<file path="src/rtl/mode_seq_pkg.sv">
// Shared types for the mode sequencer: FSM state encoding and mode-width helper.
package mode_seq_pkg;

  typedef enum logic [1:0] {
    ST_IDLE,
    ST_HELD_ADV,
    ST_HELD_BACK,
    ST_LOCKED
  } seq_state_e;

  // Width of the mode bus: max(1, clog2(n)).
  function automatic int mode_width(input int n);
    return (n <= 2) ? 1 : $clog2(n);
  endfunction

endpackage

</file>
<file path="src/rtl/btn_debounce.sv">
// Debounces one raw button: a 2-FF synchroniser feeds a stability counter.
// The debounced level flips only after DEBOUNCE_CYCLES consecutive
// synchronised samples differ from it; rise/fall are one-cycle strobes.
module btn_debounce #(
  parameter int DEBOUNCE_CYCLES = 4
) (
  input  logic clk,
  input  logic rst,
  input  logic i_btn,
  output logic o_level,
  output logic o_rise,
  output logic o_fall
);

  localparam int CNT_W = $clog2(DEBOUNCE_CYCLES + 1);
  localparam logic [CNT_W-1:0] CNT_LAST = CNT_W'(DEBOUNCE_CYCLES - 1);

  logic [1:0]       r_sync;
  logic [CNT_W-1:0] r_cnt;
  logic             r_level;
  logic             r_rise;
  logic             r_fall;
  logic             w_differs;

  assign w_differs = r_sync[1] ^ r_level;

  // Bring the asynchronous button into the clk domain.
  // NOTE: state registers use non-blocking assignments so every flop samples
  // the pre-edge value of its neighbours, exactly like the hardware.
  always_ff @(posedge clk or posedge rst) begin
    if (rst) r_sync <= '0;
    else     r_sync <= {r_sync[0], i_btn};
  end

  // Count consecutive differing samples; flip the level and strobe on the last one.
  always_ff @(posedge clk or posedge rst) begin
    if (rst) begin
      r_cnt   <= '0;
      r_level <= 1'b0;
      r_rise  <= 1'b0;
      r_fall  <= 1'b0;
    end else begin
      r_rise <= 1'b0;
      r_fall <= 1'b0;
      if (!w_differs) begin
        r_cnt <= '0;
      end else if (r_cnt == CNT_LAST) begin
        r_cnt   <= '0;
        r_level <= ~r_level;
        r_rise  <= ~r_level;
        r_fall  <= r_level;
      end else begin
        r_cnt <= r_cnt + 1'b1;
      end
    end
  end

  assign o_level = r_level;
  assign o_rise  = r_rise;
  assign o_fall  = r_fall;

endmodule

</file>
<file path="src/rtl/mode_sequencer.sv">
// Mode sequencer: short advance/back presses step through NUM_MODES modes
// with wrap-around, a long press on either button returns to home (mode 0).
// Optional idle timeout back to home is enabled by defining MODE_SEQ_TIMEOUT_EN.
module mode_sequencer
  import mode_seq_pkg::*;
#(
  parameter  int NUM_MODES          = 4,
  parameter  int DEBOUNCE_CYCLES    = 4,
  parameter  int LONG_PRESS_CYCLES  = 16,
  parameter  int IDLE_TIMEOUT_TICKS = 64,
  localparam int MODE_W             = mode_width(NUM_MODES)
) (
  input  logic              clk,
  input  logic              rst,
  input  logic              tick_en,
  input  logic              btn_adv,
  input  logic              btn_back,
  output logic [MODE_W-1:0] mode,
  output logic              mode_change,
  output logic              btn_held
);

  localparam int HOLD_W = $clog2(LONG_PRESS_CYCLES + 1);
  localparam logic [HOLD_W-1:0] HOLD_LONG = HOLD_W'(LONG_PRESS_CYCLES);
  localparam logic [MODE_W-1:0] LAST_MODE = MODE_W'(NUM_MODES - 1);

  seq_state_e        r_state, w_state_nxt;
  logic [HOLD_W-1:0] r_hold, w_hold_nxt;
  logic [MODE_W-1:0] r_mode, w_mode_nxt;
  logic              r_change, w_change_nxt;
  logic              r_owner_back, w_owner_nxt;

  logic w_adv_rise, w_adv_fall, w_back_rise, w_back_fall;
  logic w_unused_adv_level, w_unused_back_level;
  logic w_any_rise, w_owner_fall, w_timeout;
  logic [MODE_W-1:0] w_mode_inc, w_mode_dec;

  btn_debounce #(.DEBOUNCE_CYCLES(DEBOUNCE_CYCLES)) u_deb_adv (
    .clk     (clk),
    .rst     (rst),
    .i_btn   (btn_adv),
    .o_level (w_unused_adv_level),
    .o_rise  (w_adv_rise),
    .o_fall  (w_adv_fall)
  );

  btn_debounce #(.DEBOUNCE_CYCLES(DEBOUNCE_CYCLES)) u_deb_back (
    .clk     (clk),
    .rst     (rst),
    .i_btn   (btn_back),
    .o_level (w_unused_back_level),
    .o_rise  (w_back_rise),
    .o_fall  (w_back_fall)
  );

  assign w_any_rise   = w_adv_rise | w_back_rise;
  assign w_owner_fall = r_owner_back ? w_back_fall : w_adv_fall;
  assign w_mode_inc   = (r_mode == LAST_MODE) ? '0 : r_mode + 1'b1;
  assign w_mode_dec   = (r_mode == '0) ? LAST_MODE : r_mode - 1'b1;

`ifdef MODE_SEQ_TIMEOUT_EN
  localparam int IDLE_W = $clog2(IDLE_TIMEOUT_TICKS + 1);
  logic [IDLE_W-1:0] r_idle_cnt;

  // A rise in the same cycle always beats the timeout.
  assign w_timeout = (r_state == ST_IDLE) && (r_mode != '0) && tick_en && !w_any_rise &&
                     (r_idle_cnt == IDLE_W'(IDLE_TIMEOUT_TICKS - 1));

  // Count ticks spent idle away from home; any activity or home mode clears it.
  always_ff @(posedge clk or posedge rst) begin
    if (rst)                                                          r_idle_cnt <= '0;
    else if (r_state != ST_IDLE || r_mode == '0 || w_any_rise || w_timeout) r_idle_cnt <= '0;
    else if (tick_en)                                                 r_idle_cnt <= r_idle_cnt + 1'b1;
  end
`else
  logic w_unused_tick;
  assign w_unused_tick = tick_en;
  assign w_timeout     = 1'b0;
`endif

  // State, hold counter, mode and pulse registers.
  always_ff @(posedge clk or posedge rst) begin
    if (rst) begin
      r_state      <= ST_IDLE;
      r_hold       <= '0;
      r_mode       <= '0;
      r_change     <= 1'b0;
      r_owner_back <= 1'b0;
    end else begin
      r_state      <= w_state_nxt;
      r_hold       <= w_hold_nxt;
      r_mode       <= w_mode_nxt;
      r_change     <= w_change_nxt;
      r_owner_back <= w_owner_nxt;
    end
  end

  // Next-state and next-mode decisions for the press FSM.
  // NOTE: every signal gets a default before the case so no path leaves one
  // unassigned, which would otherwise infer a latch.
  always_comb begin
    w_state_nxt  = r_state;
    w_hold_nxt   = r_hold;
    w_mode_nxt   = r_mode;
    w_change_nxt = 1'b0;
    w_owner_nxt  = r_owner_back;
    unique case (r_state)
      ST_IDLE: begin
        w_hold_nxt = '0;
        if (w_adv_rise) begin
          w_state_nxt = ST_HELD_ADV;
          w_owner_nxt = 1'b0;
        end else if (w_back_rise) begin
          w_state_nxt = ST_HELD_BACK;
          w_owner_nxt = 1'b1;
        end else if (w_timeout) begin
          w_mode_nxt   = '0;
          w_change_nxt = 1'b1;
        end
      end
      ST_HELD_ADV, ST_HELD_BACK: begin
        if (r_hold == HOLD_LONG) begin
          w_state_nxt  = ST_LOCKED;
          w_mode_nxt   = '0;
          w_change_nxt = (r_mode != '0);
        end else if (w_owner_fall) begin
          w_state_nxt  = ST_IDLE;
          w_mode_nxt   = r_owner_back ? w_mode_dec : w_mode_inc;
          w_change_nxt = 1'b1;
        end else begin
          w_hold_nxt = r_hold + 1'b1;
        end
      end
      ST_LOCKED: begin
        if (w_owner_fall) w_state_nxt = ST_IDLE;
      end
    endcase
  end

  assign mode        = r_mode;
  assign mode_change = r_change;
  assign btn_held    = (r_state != ST_IDLE);

endmodule

</file>
<file path="config.mk">
export PLATFORM = sky130hd
export DESIGN_NAME = mode_sequencer
export DESIGN_NICKNAME = d
export VERILOG_FILES = /design/src/rtl/mode_seq_pkg.sv /design/src/rtl/btn_debounce.sv /design/src/rtl/mode_sequencer.sv
export SDC_FILE = /design/constraint.sdc
export NUM_CORES = 1
export LEC_CHECK = 0
export BUFFER_PORTS_ARGS = -buffer_cell sky130_fd_sc_hd__buf_4
export CAP_MARGIN = 20
export CORE_UTILIZATION = 45
export DETAILED_ROUTE_END_ITERATION = 10
export GPL_TIMING_DRIVEN = 1
export PLACE_DENSITY = 0.6
export SETUP_SLACK_MARGIN = 0.15
export SYNTH_ARGS = -nofsm -noshare
export SYNTH_HDL_FRONTEND = slang
export SYNTH_SLANG_ARGS = --single-unit
</file>
<file path="constraint.sdc">
create_clock -name clk -period 2.5 [get_ports clk]
set_input_delay 0.5 -clock clk [delete_from_list [all_inputs] [get_ports clk]]
set_output_delay 0.5 -clock clk [all_outputs]
set_load 0.05 [all_outputs]
</file>
==> impl_metrics.csv <==
group,metric,value,unit
route,wl_per_cell,13.0,um
placed_design,dp.cells,141,
finish,syn2layout_area_growth,9.77,%
logic_synthesis,synth_seq_cells,27,
placed_design,finalWeightedCongestion,0.754,
cts,cts_max_level,1,
timing,fin_skew,7.78,ps
setup_path,worst-r2r-cell-count,5,
global_route,grt_usage,0.165,
route,drt-pass1-iter-count,4,
route,vias,804,
finish,layout-drive-gt1-share,0.148,
timing,worst_slew_pin_slew,406,ps
outcome,status,"complete, no violations",
die,dieHeight,54.5,um
cts,insertion_delay,340,ps
setup_path,crit_top_cell,"inv_1",
cts,postCtsHoldBufs,0,
logic_synthesis,synth-edff-count,0,
logic_synthesis,avgSynthCellArea,11.8,um^2
placed_design,io_buffer_count,7,
setup_path,slowest_delay,440,ps
route,ant_nets,0,
logic_synthesis,seq_area_frac_synth,0.544,
die,fp.dieW,54.5,um
min_path,hp-class,"input pin to async pin",
die,die_area,2980,um^2
cts,cts_resized,0,
timing,period_share,0.788,
global_route,grt_max_degree,28,
timing,slew_violations,0,
setup_path,reg2reg_slack,810,ps
setup_path,required,2000,ps
global_route,grt_pass1_vias,776,
power,powerDensity,901,nW/um^2
setup_path,worst_ep_arrival_time,1470,ps
die,initial_core_util,0.488,
die,core,2540,um^2
timing,max_slew_margin,0.724,
logic_synthesis,yosys_most_used_dff,"dfrtp_1",
power,p_leak,0.669,nW
setup_path,r2r_start,"r_state[0]",
cts,numCtsBuffers,3,
cts,root_buffer,"clkbuf_4",
run,cap_violations,0,
die,pin_count,9,
setup_path,endpoint_kind,"output pin",
logic_synthesis,synth.distinct_cells,37,
timing,tns,0,ps
timing,rsz0062_at_grt,"no",
timing,setup-violations-final,0,
cts,cts_tree,"done",
power,peakVddDrop,0.000576,V
route,drc,0,
cts,post-cts-setup-buffer-count,0,
logic_synthesis,syn-instance-count,105,
setup_path,worstSetupStartpointType,"flop",
logic_synthesis,syn-num-nets,117,
cts,clockBufferDepth,2,
setup_path,crit_type,"flop to output pin",
timing,min_period,1970,ps
placed_design,hpwlAfterDp,1350,um
setup_path,cpMaxStageDelayCell,"dfrtp_1",
finish,n_antenna_cell,0,
finish,fin_nets,128,
cts,cts_sinks,27,
die,rows,18,
logic_synthesis,syn_area,1240,um^2
setup_path,crit_chain,"inv_1, ha_1, inv_1, buf_4",
finish,final_cells,145,
global_route,antenna_found_initial,0,
logic_synthesis,synth-async-reset-ratio,1.00,
global_route,grt_pass1_wl,3370,um
timing,fmax,508,MHz
logic_synthesis,ys_warn_count,0,
power,total_power,0.00123,W
setup_path,cp_max_fo,8,
global_route,grt-ovfl-total,0,
route,drt_iter0_markers,8,
timing,finalHoldViolations,0,
cts,path_clk_slew,160,ps
route,viasPerCell,5.54,
setup_path,r2r-end,"r_state[0]",
route,wl,1880,um
[layer usage]
| metal | vias up | part of all wire | GRT usage |
|---|---|---|---|
| li1 | 398 | - | - |
| met1 | 397 | 0.47 | 0.208 |
| met2 | 7 | 0.49 | 0.266 |
| met3 | 2 | 0.030 | 0.0583 |
| met4 | 0 | 0.011 | 0.0513 |
| met5 | - | 0 | 0 |
[synth_stat cells, drive strengths merged (3+ instances only)]
master | count | share of area
a21oi | 4 | 0.016
and3b | 3 | 0.021
dfrtp | 27 | 0.54
ha | 7 | 0.070
inv | 9 | 0.027
mux2 | 3 | 0.030
nand2 | 4 | 0.012
nand3 | 4 | 0.016
nor3b | 5 | 0.030
o211ai | 3 | 0.018
o21ai | 3 | 0.012
[critical path: cells and delay by family, from the launching register on]
| kind | cells | cell delay (ps) |
|---|---|---|
| adders and majority gates | 1 | 290 |
| buffers and inverters | 3 | 410 |
| DFF | 1 | 440 |
[stage by stage]
step           hold slack [ps]  utilization  setup WS, ps  instance area, um^2
2_1_floorplan              331            -           842                 1240
3_3_place_gp               336        0.524           896                 1330
3_5_place_dp               339        0.524           856                 1330
4_1_cts                    202        0.536           539                 1360
5_1_grt                    218        0.536           427                 1360
6_report                   189        0.536           530                 1360
[power by group]
group	internal, W	switching (W)	total [W]
logic	0.000178	0.000252	0.000430
clock network	0.0000654	0.000142	0.000207
registers	0.000521	0.0000707	0.000592
[cell families after synthesis]
kind of cell / Yosys count / synth area share
buf+inv: 11 / 0.0332
flops: 27 / 0.544
fa+ha+maj: 7 / 0.0705
simple gates: 32 / 0.175
mux: 5 / 0.0493
xor+xnor: 3 / 0.0212
compound gates: 20 / 0.107
[state kept, by name, summed over array words and instances (netlist names)]
| signal | cells |
|---|---|
| u_deb_adv.o_level | 1 |
| r_state | 2 |
| r_hold | 5 |
| u_deb_adv.r_sync | 2 |
| mode | 2 |
| r_owner_back | 1 |
| u_deb_back.o_fall | 1 |
| u_deb_back.o_level | 1 |
| u_deb_back.o_rise | 1 |
| u_deb_adv.o_fall | 1 |
| mode_change | 1 |
| u_deb_back.r_cnt | 3 |
| u_deb_adv.o_rise | 1 |
| u_deb_adv.r_cnt | 3 |
| u_deb_back.r_sync | 2 |
[layout by cell type (no fill, tap or decap), types with 2 or more instances in the layout]
cell type	n
and3_1	2
and3b_1	3
nor3_1	2
inv_1	9
nand2b_1	2
dfrtp_1	27
a21o_1	2
xnor2_1	2
o211ai_1	3
nand4_1	2
nand2_1	4
nand3_1	4
o21ai_0	2
o22ai_1	2
nor2b_1	2
nor3b_1	5
buf_4	8
clkbuf_4	3
a31oi_1	2
a21oi_1	4
ha_1	7
[worst max path at each step]
stage,startpoint,end,slack [ps],cells past startpoint
floorplan,r_state[0],r_state[0],840,6
global placement,r_state[0],r_state[0],900,5
detailed placement,r_state[0],r_state[0],860,5
finish,r_state[0],btn_held,530,4
CTS,r_state[0],btn_held,540,4
global route,r_state[0],btn_held,430,4
[layout make-up]
class                   count  area, um^2
fillers                   227        1180
flip-flops and latches     27         676
multi-input cells          67         526
repair buffers              8        60.1
well taps                  30        37.5
inverters                   9        33.8
clock buffers               3        22.5
clock inverters             1        8.76
Note: power is estimated with default switching activity, not from simulation.
